$ cat src/rtl/ofifo_flex.sv
// Per-column output FIFO for PE-array results: independent lane writes,
// row drain (all lanes at once) or lane drain (one lane per read, round-robin).
module ofifo_flex #(
   parameter int unsigned col       = 8,
   parameter int unsigned bw        = 4,
   parameter int unsigned depth     = 64,
   parameter int unsigned af_thresh = 60,
   parameter int unsigned cw        = 7
) (
   input  logic              clk,
   input  logic              reset,
   input  logic [col*bw-1:0] in,
   input  logic [col-1:0]    wr,
   input  logic              rd,
   input  logic              mode,
   output logic [col*bw-1:0] out,
   output logic              o_rvalid,
   output logic              o_valid,
   output logic              o_ready,
   output logic              o_full,
   output logic              o_afull,
   output logic [cw-1:0]     o_cnt_min,
   output logic              o_ovf,
   output logic              o_udf
);

   localparam int unsigned aw = $clog2(depth);
   localparam int unsigned sw = (col > 1) ? $clog2(col) : 1;

   logic [bw-1:0]     mem [col][depth];
   logic [aw-1:0]     wptr [col];
   logic [aw-1:0]     rptr [col];
   logic [cw-1:0]     cnt  [col];
   logic [sw-1:0]     sel, eff_sel, sel_nxt;
   logic              mode_q, mode_chg, rd_acc;
   logic [col-1:0]    pop, wr_acc, nonempty, full_vec, af_vec;
   logic [col*bw-1:0] rd_data;

   // Lane status, read/write acceptance and lane-select sequencing
   always_comb begin
      mode_chg = (mode != mode_q);
      eff_sel  = mode_chg ? '0 : sel;
      for (int unsigned i = 0; i < col; i++) begin
         nonempty[i] = (cnt[i] != '0);
         full_vec[i] = (cnt[i] == cw'(depth));
         af_vec[i]   = (cnt[i] >= cw'(af_thresh));
      end
      o_valid = mode ? nonempty[eff_sel] : (&nonempty);
      rd_acc  = rd & o_valid;
      for (int unsigned i = 0; i < col; i++) begin
         pop[i]    = rd_acc & (~mode | (sw'(i) == eff_sel));
         // a full lane still accepts a write when it is popped this cycle
         wr_acc[i] = wr[i] & (~full_vec[i] | pop[i]);
      end
      sel_nxt = eff_sel;
      if (rd_acc && mode)
         sel_nxt = (eff_sel == sw'(col - 1)) ? '0 : eff_sel + sw'(1);
   end

   // Occupancy flags
   always_comb begin
      o_full    = |full_vec;
      o_ready   = ~(&full_vec);
      o_afull   = |af_vec;
      o_cnt_min = cnt[0];
      for (int unsigned i = 1; i < col; i++)
         if (cnt[i] < o_cnt_min) o_cnt_min = cnt[i];
   end

   // Read data: all lane heads, or the selected lane head in the low lane
   always_comb begin
      rd_data = '0;
      if (mode) begin
         rd_data[bw-1:0] = mem[eff_sel][rptr[eff_sel]];
      end else begin
         for (int unsigned i = 0; i < col; i++)
            rd_data[bw*i +: bw] = mem[i][rptr[i]];
      end
   end

   // Storage array; contents are not reset
   always_ff @(posedge clk) begin
      for (int unsigned i = 0; i < col; i++)
         if (wr_acc[i]) mem[i][wptr[i]] <= in[bw*i +: bw];
   end

   always_ff @(posedge clk) begin
      if (reset) begin
         for (int unsigned i = 0; i < col; i++) begin
            wptr[i] <= '0;
            rptr[i] <= '0;
            cnt[i]  <= '0;
         end
         sel      <= '0;
         mode_q   <= 1'b0;
         out      <= '0;
         o_rvalid <= 1'b0;
         o_ovf    <= 1'b0;
         o_udf    <= 1'b0;
      end else begin
         for (int unsigned i = 0; i < col; i++) begin
            if (wr_acc[i]) wptr[i] <= wptr[i] + aw'(1);
            if (pop[i])    rptr[i] <= rptr[i] + aw'(1);
            case ({wr_acc[i], pop[i]})
               2'b10:   cnt[i] <= cnt[i] + cw'(1);
               2'b01:   cnt[i] <= cnt[i] - cw'(1);
               default: cnt[i] <= cnt[i];
            endcase
         end
         sel      <= sel_nxt;
         mode_q   <= mode;
         o_rvalid <= rd_acc;
         if (rd_acc) out <= rd_data;
         if (|(wr & ~wr_acc)) o_ovf <= 1'b1;
         if (rd && !o_valid)  o_udf <= 1'b1;
      end
   end

endmodule

$ cat config.mk
export PLATFORM = sky130hd
export DESIGN_NAME = ofifo_flex
export DESIGN_NICKNAME = d
export VERILOG_FILES = /design/src/rtl/ofifo_flex.sv
export SDC_FILE = /design/constraint.sdc
export NUM_CORES = 2
export LEC_CHECK = 0
export CORE_UTILIZATION = 32
export DETAILED_ROUTE_END_ITERATION = 12
export SLEW_MARGIN = 5
export SYNTH_ARGS = -nofsm -noshare
export SYNTH_HDL_FRONTEND = slang
export SYNTH_SLANG_ARGS = --single-unit
$ cat constraint.sdc
create_clock -name clk -period 24 [get_ports clk]
set_input_delay 4.8 -clock clk [delete_from_list [all_inputs] [get_ports clk]]
set_output_delay 4.8 -clock clk [all_outputs]
set_load 0.05 [all_outputs]
==> metrics.md <==
| Metric | Value |
|---|---|
| # clock sinks | `2239` |
| #FFs+latches synth | `2239` |
| Ys async rst share | `0%` |
| Post-synth EDFFs | `2200` |
| Critical Path RT | `19.20 ns` |
| Vias per Instance | `6.308` |
| GRT Util Overall | `26.13%` |
| Post-Synthesis Cells | `8545` |
| Share of layout cells above drive strength 1 | `15.74%` |
| Row Count | `216` |
| Post-CTS Repair Setup Buffers | `0` |
| Top cells by area, synth | `edfxtp_1 59%, mux4_2 13%, nand3_1 4.7%, o221ai_1 4.2%, nand2_1 3.8%` |
| Top Layer Used | `met5` |
| Post-layout min period | `18.58 ns` |
| CP Data Arrival Time | `13.78 ns` |
| Worst Hold Class | `flip-flop to flip-flop` |
| Synthesized cell area | `111400 um^2` |
| Startpoint types | `flip-flop` |
| Status | `complete, no violations` |
| Number of DRC markers in iteration 0 | `14800` |
| Wire length on met2 | `206000 um` |
| Final core occ | `36.02%` |
| IR drop worst, VDD | `0.1100 mV` |
| Die Ht | `592.1 um` |
| Die width | `592.1 um` |
| Mean routed wirelength per cell | `35.92 um` |
| Filler cell count | `32890` |
| Htree depth | `4` |
| Slowest cell on crit path | `clkdlybuf4s50_1` |
| Synth Warn # | `0` |
| Setup Crit Path Kind | `flip-flop to primary output` |
| Area grow syn2layout | `11.92%` |
| Critical path's most frequent cell | `ha_1` |
| Pin count of the biggest net entering global routing | `211` |
| Routability congestion estimate | `1.004` |
| Port Buffer Count | `89` |
| CTS tree | `yes` |
| Yosys cell types | `82` |
| Pwr/cell area | `82.14 nW/um^2` |
| Die area | `350500 um^2` |
| CP max stage delay | `0.83 ns` |
| Core ar. | `346200 um^2` |
| Leak | `39.00 nW` |
| Clk slew on worst S/H paths | `0.07 ns` |
| Cell taking the most area after synthesis | `edfxtp_1` |
| Worst Hold Margin | `0.4815 ns` |
| Top FF cell, synth | `edfxtp_1` |
| Worst setup EP type | `primary output` |
| Pre-antenna DRT Iters | `8` |
| Pre-CTS setup slack | `6.509 ns` |
| Final HPWL DP | `329600 um` |
| CTS root buffer | `clkbuf_16` |
| Worst-Margin Slew | `1.423 ns` |
| Overall Power | `10.24 mW` |
| Top Ports | `90` |
| Routed via count | `82650` |
| Final #Nets | `8453` |
| Grt ovf | `0` |
| Clk_lat worst skew | `0.95 ns` |
| Clk_skew | `0.07216 ns` |
| Setup tns final | `0 ns` |
| Synth cell count leaders | `2200 x edfxtp_1, 1133 x nand2_1, 1043 x nand3_1` |
| Final setup margin | `5.425 ns` |
| Critical Path Fanout Max | `13` |
| Initial antenna violation count | `53` |
| Max-cap violation count | `0` |
| Clk buf depth | `4` |
| Sequential share of the synthesized area | `60.00%` |
| Max-slew violation count | `0` |
| Vias in the first global route | `77480` |
| Initial Utilization | `32.18%` |
| Final hold viol count | `0` |
| Resize count post-CTS | `0` |
| Post-cts hold buffer count | `0` |
| Detail Route met3 WL | `61290 um` |
| Post-Route M1 WL | `162200 um` |
| Max frequency | `53.83 MHz` |
| Unrepaired setup endpoints after global routing | `false` |
| Setup violations, final | `0` |
| Routed WL | `470600 um` |
| Synthesized Nets | `8692` |
| Yosys top cell area share | `59.30%` |
| Fin crit share | `77.40%` |
| Post-route DRC | `0` |
| Syn avg cell area | `13.04 um^2` |
| Final ANT Viol Nets | `0` |
| Count leader, synth | `edfxtp_1` |
| First-pass GRT wire length | `638000 um` |
| CTS Buf Count | `229` |
| Slew HR | `4.311%` |
==> path summary, 6_finish.rpt <==
check,from,to,slack [ns],cells past startpoint
setup / recovery,cnt[0][4],o_cnt_min[1],5.42,47
hold / removal,o_udf,o_udf,0.48,2
setup reg to reg,mode_q,out[1],16.20,18
hold reg to reg,o_udf,o_udf,0.48,2
==> kinds of logic (layout without fill, tap and decap cells) <==
logic type / count (synthesis) / in the layout / synth area share (%)
AO/OA/AOI/OAI: 1239 / 1239 / 8.508
XOR/XNOR: 102 / 102 / 0.8018
adder cells (fa/ha/maj): 107 / 107 / 1.240
buffers and inverters: 863 / 813 / 2.916
flip-flops: 2239 / 2239 / 60.00
multiplexers: 734 / 734 / 13.64
other: 0 / 30 / 0
AND/OR/NAND/NOR: 3261 / 3261 / 12.90
==> per-layer routing <==
layer	up-vias	global-route usage, %
li1	33110	-
met4	24	18.65
met3	1292	7.751
met2	6693	39.69
met5	-	0
met1	41540	31.75
==> stage by stage <==
step           cell area (um^2)  instances
2_1_floorplan            111400       8545
3_3_place_gp             116800      12650
3_5_place_dp             116800      12650
4_1_cts                  124600      13070
5_1_grt                  124700      13090
6_report                 124700      13100
==> worst max-delay path, delay by kind of cell (launching register included) <==
kind / cells / cell delay (ns)
compound gates: 20 / 5.72
fa+ha+maj: 8 / 2.36
mux: 5 / 1.74
buf+inv: 7 / 1.28
simple gates: 7 / 1.18
flops: 1 / 0.51
==> layout make-up <==
type | instances | area [um^2] | area share [%]
inverters | 91 | 364.1 | 0.2920
clock inverters | 164 | 1866 | 1.496
flip-flops and latches | 2239 | 66840 | 53.61
repair buffers | 302 | 2502 | 2.007
diodes | 30 | 75.07 | 0.06021
clock buffers | 256 | 5906 | 4.736
multi-input cells | 5443 | 41410 | 33.21
well taps | 4578 | 5728 | 4.594
==> registers in the layout, summed over array words and instances (netlist names) <==
| name | count |
|---|---|
| cnt | 56 |
| mem | 2048 |
| mode_q | 1 |
| o_ovf | 1 |
| o_rvalid | 1 |
| o_udf | 1 |
| out | 32 |
| rptr | 48 |
| sel | 3 |
| wptr | 48 |
==> report_power, final <==
group,switching [mW],leakage (nW),internal [mW],total [mW]
registers,0.101,20.4,4.37,4.47
clock network,1.64,3.73,2.17,3.81
logic,1.30,14.9,0.659,1.96
==> cells in the final DEF, fill, tap and decap left out, drive strengths merged, types with 30 or more instances in the layout <==
master         count
a311oi            98
or2               39
clkinv            90
bufinv            37
nand3b            32
o21ai             71
o221ai           528
a21oi            252
buf              247
nor2             806
clkdlybuf4s50     55
nand2           1133
edfxtp          2200
mux2i             86
mux4             624
a31oi             45
inv              101
nand3           1043
ha                96
a211oi            44
o311ai            33
xnor2             61
diode             30
xor2              41
dfxtp             39
clkbuf           256
a21o              31
Power figures use the tool's default switching activity.
